==> src/rtl/wave_gen.sv <==
// Up/down wave generator: triangle, saw up, saw down or hold between runtime bounds.
// Optional output ceiling enabled by defining WAVE_GEN_CLIP_EN.
module wave_gen #(
  parameter int unsigned WIDTH = 4
) (
  input  logic             clk,
  input  logic             rst,
  input  logic             en,
  input  logic [1:0]       mode,
  input  logic [WIDTH-1:0] lo,
  input  logic [WIDTH-1:0] hi,
  input  logic [WIDTH-1:0] step,
  input  logic [WIDTH-1:0] max,
  output logic [WIDTH-1:0] wave,
  output logic             dir,
  output logic             peak,
  output logic             trough
);

  localparam int unsigned XW = WIDTH + 1;

  localparam logic [1:0] MODE_TRI  = 2'd0;
  localparam logic [1:0] MODE_UP   = 2'd1;
  localparam logic [1:0] MODE_DOWN = 2'd2;

  logic [WIDTH-1:0] count;
  logic [WIDTH-1:0] count_n;
  logic             dir_n;

  // One extra bit on every sum and difference so the comparisons never see a wrap.
  logic [XW-1:0] c_x, lo_x, hi_x, st_x, up_x, dn_x, lo_st_x;

  assign c_x     = {1'b0, count};
  assign lo_x    = {1'b0, lo};
  assign hi_x    = {1'b0, hi};
  assign st_x    = {1'b0, step};
  assign up_x    = c_x + st_x;
  assign dn_x    = c_x - st_x;
  assign lo_st_x = lo_x + st_x;

  always_comb begin
    count_n = count;
    dir_n   = dir;
    if (lo >= hi) begin
      count_n = lo;
      dir_n   = 1'b0;
    end else if (count < lo) begin
      count_n = lo;
      dir_n   = 1'b0;
    end else if (count > hi) begin
      count_n = hi;
      if (mode == MODE_TRI) dir_n = 1'b1;
    end else begin
      case (mode)
        MODE_TRI: begin
          if (!dir) begin
            if (up_x >= hi_x) begin
              count_n = hi;
              dir_n   = 1'b1;
            end else begin
              count_n = WIDTH'(up_x);
            end
          end else begin
            if (c_x <= lo_st_x) begin
              count_n = lo;
              dir_n   = 1'b0;
            end else begin
              count_n = WIDTH'(dn_x);
            end
          end
        end
        MODE_UP: begin
          dir_n = 1'b0;
          if (count == hi)       count_n = lo;
          else if (up_x > hi_x)  count_n = hi;
          else                   count_n = WIDTH'(up_x);
        end
        MODE_DOWN: begin
          dir_n = 1'b1;
          if (count == lo)          count_n = hi;
          else if (c_x < lo_st_x)   count_n = lo;
          else                      count_n = WIDTH'(dn_x);
        end
        default: begin
          count_n = count;
          dir_n   = dir;
        end
      endcase
    end
  end

  // Pulses only mark a real arrival at an extreme, never a hold on it.
  always_ff @(posedge clk) begin
    if (rst) begin
      count  <= '0;
      dir    <= 1'b0;
      peak   <= 1'b0;
      trough <= 1'b0;
    end else if (en) begin
      count  <= count_n;
      dir    <= dir_n;
      peak   <= (count_n == hi) && (count_n != count);
      trough <= (count_n == lo) && (count_n != count);
    end else begin
      peak   <= 1'b0;
      trough <= 1'b0;
    end
  end

`ifdef WAVE_GEN_CLIP_EN
  assign wave = (count < max) ? count : max;
`else
  logic unused_max;
  assign unused_max = ^max;
  assign wave = count;
`endif

endmodule

==> config.mk <==
export PLATFORM = sky130hd
export DESIGN_NAME = wave_gen
export DESIGN_NICKNAME = d
export VERILOG_FILES = /design/src/rtl/wave_gen.sv
export SDC_FILE = /design/constraint.sdc
export NUM_CORES = 1
export LEC_CHECK = 0
export ABC_AREA = 1
export CORE_MARGIN = 2
export CORE_UTILIZATION = 61
export DETAILED_ROUTE_END_ITERATION = 10
export PLACE_DENSITY = 0.85
export SLEW_MARGIN = 5
export SYNTH_ARGS = -nofsm -noshare
export SYNTH_HDL_FRONTEND = slang
export SYNTH_SLANG_ARGS = --single-unit
==> constraint.sdc <==
create_clock -name clk -period 8.71 [get_ports clk]
set_clock_uncertainty 0.2 [all_clocks]
set_input_delay 1.3065 -clock clk [delete_from_list [all_inputs] [get_ports clk]]
set_output_delay 1.3065 -clock clk [all_outputs]
set_load 0.01 [all_outputs]
== Word-level counts from Yosys, hierarchy flattened ==
Cells that the tools add are included.

* Bits in writable memories: 0
* Memories kept: 0
* Word-level logic and storage cells: 48
* Bits in latches: 0
* Output and inout port bits: 7
* Register bits: 7
* Bits in read-only memories: 0
* Input port bits: 21

* Add/subtract/negate cells: 3
* Shift operators: 0
* Order comparisons: 7
* Equality and inequality tests: 8
* Reductions and logical operators: 6
* Multipliers: 0
* Bitwise logic cells: 1
* Divide/modulo/power cells: 0
* Mux-type cells: 19

{| class="wikitable"
|+ Operators by type and width
! operator !! count
|-
| $mux 4 || 10
|-
| $eq 4x4->1 || 4
|-
| $pmux 4 s3 || 1
|-
| $add 4x4->5 || 2
|-
| $mux 1 || 7
|-
| $ge 5x4->1 || 1
|-
| $gt 5x4->1 || 1
|-
| $le 4x5->1 || 1
|-
| $lt 4x5->1 || 1
|-
| $reduce_bool 5->1 || 1
|-
| $ge 4x4->1 || 1
|-
| $gt 4x4->1 || 1
|-
| $lt 4x4->1 || 1
|-
| $ne 4x3->1 const B || 1
|-
| $ne 4x4->1 || 1
|-
| $sub 4x4->4 || 1
|-
| $pmux 1 s3 || 1
|-
| $reduce_and 3->1 || 1
|-
| $eq 2x1->1 const B || 1
|-
| $eq 2x2->1 const B || 1
|-
| $logic_and 1x1->1 || 2
|-
| $logic_not 2->1 || 1
|-
| $reduce_or 2->1 || 1
|-
| $not 1->1 || 1
|}

== Logic depth before layout (Yosys ltp) ==
* Depth in word-level cells: 10
* Mapped depth: 29
* Depth with buffers taken out: 28

== Worst setup path after synthesis ==
OpenSTA, ideal clock, no wires.

* Path kind: input port to flip-flop
* Start point: input step[2]
* End point: register peak
* Stages: 29
* Slack: 4.706 ns
* Arrival: 3.692 ns
* Buffers on the path: 1
* Cell sequence: inv_1 ha_1 buf_4 inv_6 a21oi_1 nand2_1 nand2_1 nand2_1 ha_1 nand2_1 nand2_1 nor2_1 nand2_2 nand2_4 nand2_2 nand2_1 nand3_1 nand2_1 nand3_1 nand2_1 nand2_2 nand2_4 nand2_4 nand2_1 nand2_1 inv_1 nand2_2 nor2_4 nor2_2

* Cells in the longest elaborated chain, start to end: 10
* Elaborated cells between the ends (all ways): 21
* Classes of those cells: add/sub (3); order compare (4); eq/ne (2); mux (11); reduce/logical (1)

{| class="wikitable"
|+ Ends and longest elaborated chain
! item !! line !! text
|-
| start: declaration || 12 || <nowiki>input logic [WIDTH-1:0] step,</nowiki>
|-
| $add 4x4->5, on equally long branches || 39, 37 ||
|-
| $lt 4x5->1 (tied with other cells) || 81 || <nowiki>else if (c_x < lo_st_x) count_n = lo;</nowiki>
|-
| $mux 4, on equally long branches || n/a ||
|-
| $mux 4, on equally long branches || 80, 56, 74 ||
|-
| $pmux 4 s3 (*) || 54 || <nowiki>case (mode)</nowiki>
|-
| $mux 4 (*) || 50 || <nowiki>end else if (count > hi) begin</nowiki>
|-
| $mux 4 (*) || 47 || <nowiki>end else if (count < lo) begin</nowiki>
|-
| $mux 4 (*) || 44 || <nowiki>if (lo >= hi) begin</nowiki>
|-
| $eq 4x4->1 / $ne 4x4->1 (equally long branches) || 102 || <nowiki>peak <= (count_n == hi) && (count_n != count);</nowiki>
|-
| $logic_and 1x1->1 (*) || 102 ||
|-
| end signal: assignment || 102 ||
|-
| end: declaration || 16 || <nowiki>output logic peak,</nowiki>
|}

Every way passes the cells marked *; elsewhere a longest branch is shown, timed or not.
A chain may end at the register's enable or synchronous reset.

== Worst setup path after layout ==
* Start point: input step[1]
* End point: register peak

Same word-level chain as after synthesis.

==> results.sh <==
export IMPL_hold_viol=0
export IMPL_antenna_found_initial=0
export IMPL_startpoint_type="primary input"
export IMPL_power_density_nw_per_um2=117.8
export IMPL_synthCells=344
export IMPL_ys_seq_area_frac=0.06667
export IMPL_routed_wl_um=5584
export IMPL_irDropWorstVdd_mv=0.05281
export IMPL_grt_pass1_vias=2175
export IMPL_synth_fp_nets=403
export IMPL_hold_worst_slack_ps=405.6
export IMPL_drive_above_1_share=0.1138
export IMPL_gp_congestion=1.018
export IMPL_firstDrtPassIters=5
export IMPL_die_x_um=62.70
export IMPL_r2r_start="wave[1]"
export IMPL_slew_violations=0
export IMPL_reg2reg_to="peak"
export IMPL_final_common_cell="nand2_1"
export IMPL_grt_pass1_wl_um=9563
export IMPL_dp_cells=411
export IMPL_fmax_mhz=212.6
export IMPL_nNetsFinal=429
export IMPL_start_util=0.6349
export IMPL_crit_required_ps=8660
export IMPL_gr_total_overflow=0
export IMPL_setup_viol=0
export IMPL_p_leak_uw=0.001289
export IMPL_numCtsBuffers=3
export IMPL_cts_root_buf="clkbuf_4"
export IMPL_die_area_um2=3931
export IMPL_cap_violations=0
export IMPL_num_antenna_cells=0
export IMPL_vias_per_cell=5.696
export IMPL_grt_use_total=0.2944
export IMPL_dp_hpwl_um=4509
export IMPL_drtIter0Drc=197
export IMPL_final_util=0.7260
export IMPL_fin_crit_sh=0.5399
export IMPL_reg2reg_depth=24
export IMPL_status="complete, no violations"
export IMPL_holdPathEnd="dir"
export IMPL_clkLatencyLatePin_ps=250
export IMPL_rsz0062_at_grt="false"
export IMPL_cts_tree="yes"
export IMPL_syn_avg_cell_area_um2=6.111
export IMPL_synth_top_area_share=0.2083
export IMPL_detail_route_antenna_nets=0
export IMPL_worstHoldStart="dir"
export IMPL_crit_arrival_ps=4660
export IMPL_synth_seq_cells=7
export IMPL_relSlewSlack=0.7004
export IMPL_routedWlPerCell_um=13.46
export IMPL_io_buffers=23
export IMPL_yosysTopAreaCell="ha_1"
export IMPL_clk_pin_slew_ps=60
export IMPL_fp_coreArea_um2=3311
export IMPL_ys_warnings_count=0
export IMPL_hp_class="flip-flop to flip-flop"
export IMPL_core_rowCount=21
export IMPL_ios=28
export IMPL_cts_buffer_depth=2
export IMPL_synthTopCellsByArea="ha_1, nand2_1, nand3_1"
export IMPL_postCtsHoldBufs=0
export IMPL_num_vias=2364
export IMPL_die_y_um=62.70
export IMPL_hold_depth=2
export IMPL_cts_resized=0
export IMPL_synth_area_um2=2102
export IMPL_area_growth_pct=14.35
export IMPL_post_cts_buffers=0
export IMPL_yosysUniqueCellTypes=28
export IMPL_stdcell_count=415
export IMPL_grt_max_degree=10
export IMPL_finalSetupTns_ps=0
export IMPL_fill_cells=312
export IMPL_clock_sinks=7
export IMPL_mostFrequentLayoutCells="nand2_1, nand3_1, inv_1"
export IMPL_h_tree_depth=1
export IMPL_worst_slew_pin_slew_ps=448.7
export IMPL_fin_crit_ps=4703
export IMPL_end_kind="flip-flop"
export IMPL_criticalPathCategory="primary input to flip-flop"
export IMPL_route_detailed_drc=0
export IMPL_r2r_slack_ps=5030
export IMPL_cp_max_fo=5
-- where the power goes --
group	leakage, µW	internal (µW)	switching, µW	total, µW
clock	0.0000150	17.5	12.8	30.3
combinational	0.00122	79.6	133	213
sequential	0.0000576	34.5	5.68	40.2
-- metrics by stage --
stage	setup WS (ps)	instance area (µm²)	total power (µW)
3_3_place_gp	3806	2377	244.3
2_1_floorplan	4706	2102	198.8
5_1_grt	3634	2404	310.5
4_1_cts	4028	2404	279.1
6_report	4007	2404	283.0
3_5_place_dp	3776	2377	248.9
-- logic make-up after synthesis --
group,after synthesis,share of synthesized area
AND/OR/NAND/NOR,196,0.4679
buffers and inverters,57,0.1065
adder cells (fa/ha/maj),38,0.2369
XOR/XNOR,4,0.01667
AO/OA/AOI/OAI,42,0.1054
flip-flops,7,0.06666
-- how the worst max path moves through the flow --
stage                end  slack, ps  cells past startpoint    start
floorplan           peak       4710                     29  step[2]
global placement    peak       3810                     23  step[1]
detailed placement  peak       3780                     29  step[2]
CTS                 peak       4030                     25  step[1]
global route        peak       3630                     28  step[2]
finish              peak       4010                     25  step[1]
-- synthesized netlist by cell type (all sizes together) --
master / n
dfxtp: 7
ha: 35
nand3: 60
o21ai: 14
nor2: 21
clkbuf: 1
clkinv: 3
nand2: 103
fa: 3
o21a: 1
nand4: 9
nand3b: 3
xnor2: 3
xor2: 1
a21oi: 25
buf: 1
inv: 52
o211ai: 2
-- routing by layer --
metal  up-vias  GRT usage  wire length [µm]
met5         -          0                 0
met4         0     0.1083               178
met3        23    0.03604               495
met2       126     0.4879              2482
met1      1028     0.3912              2428
li1       1187          -                 -
-- state kept, by name, indices dropped and copies added, names as in the netlist --
| register | cells |
|---|---|
| dir | 1 |
| peak | 1 |
| trough | 1 |
| wave | 4 |
-- final cells by class --
class | instances | area (µm²) | share of cell area
multi-input cells | 280 | 1738 | 0.7231
repair buffers | 23 | 230.2 | 0.09578
inverters | 55 | 211.5 | 0.08797
flip-flops and latches | 7 | 140.1 | 0.05830
well taps | 46 | 57.56 | 0.02395
clock buffers | 4 | 26.28 | 0.01093
-- critical path, stage by stage --
cell             delay [ps]
clkdlybuf4s50_1         640
inv_1                   140
fa_1                    460
xor2_1                  300
ha_1                    340
nand2_2                 110
nor2_1                   40
nor2_1                  100
nand2_2                  90
nand2_4                  90
nand2_2                  70
nand2_1                  60
nand3_1                  80
nand2_1                  80
nand3_1                  80
nand2_1                  80
nand2_2                  80
nand2_4                  90
nand2_4                  60
nand2_1                  60
nand2_1                  50
inv_1                    60
nand2_2                  60
nor2_4                  100
nor2_2                   40
Power figures use the tool's default switching activity.
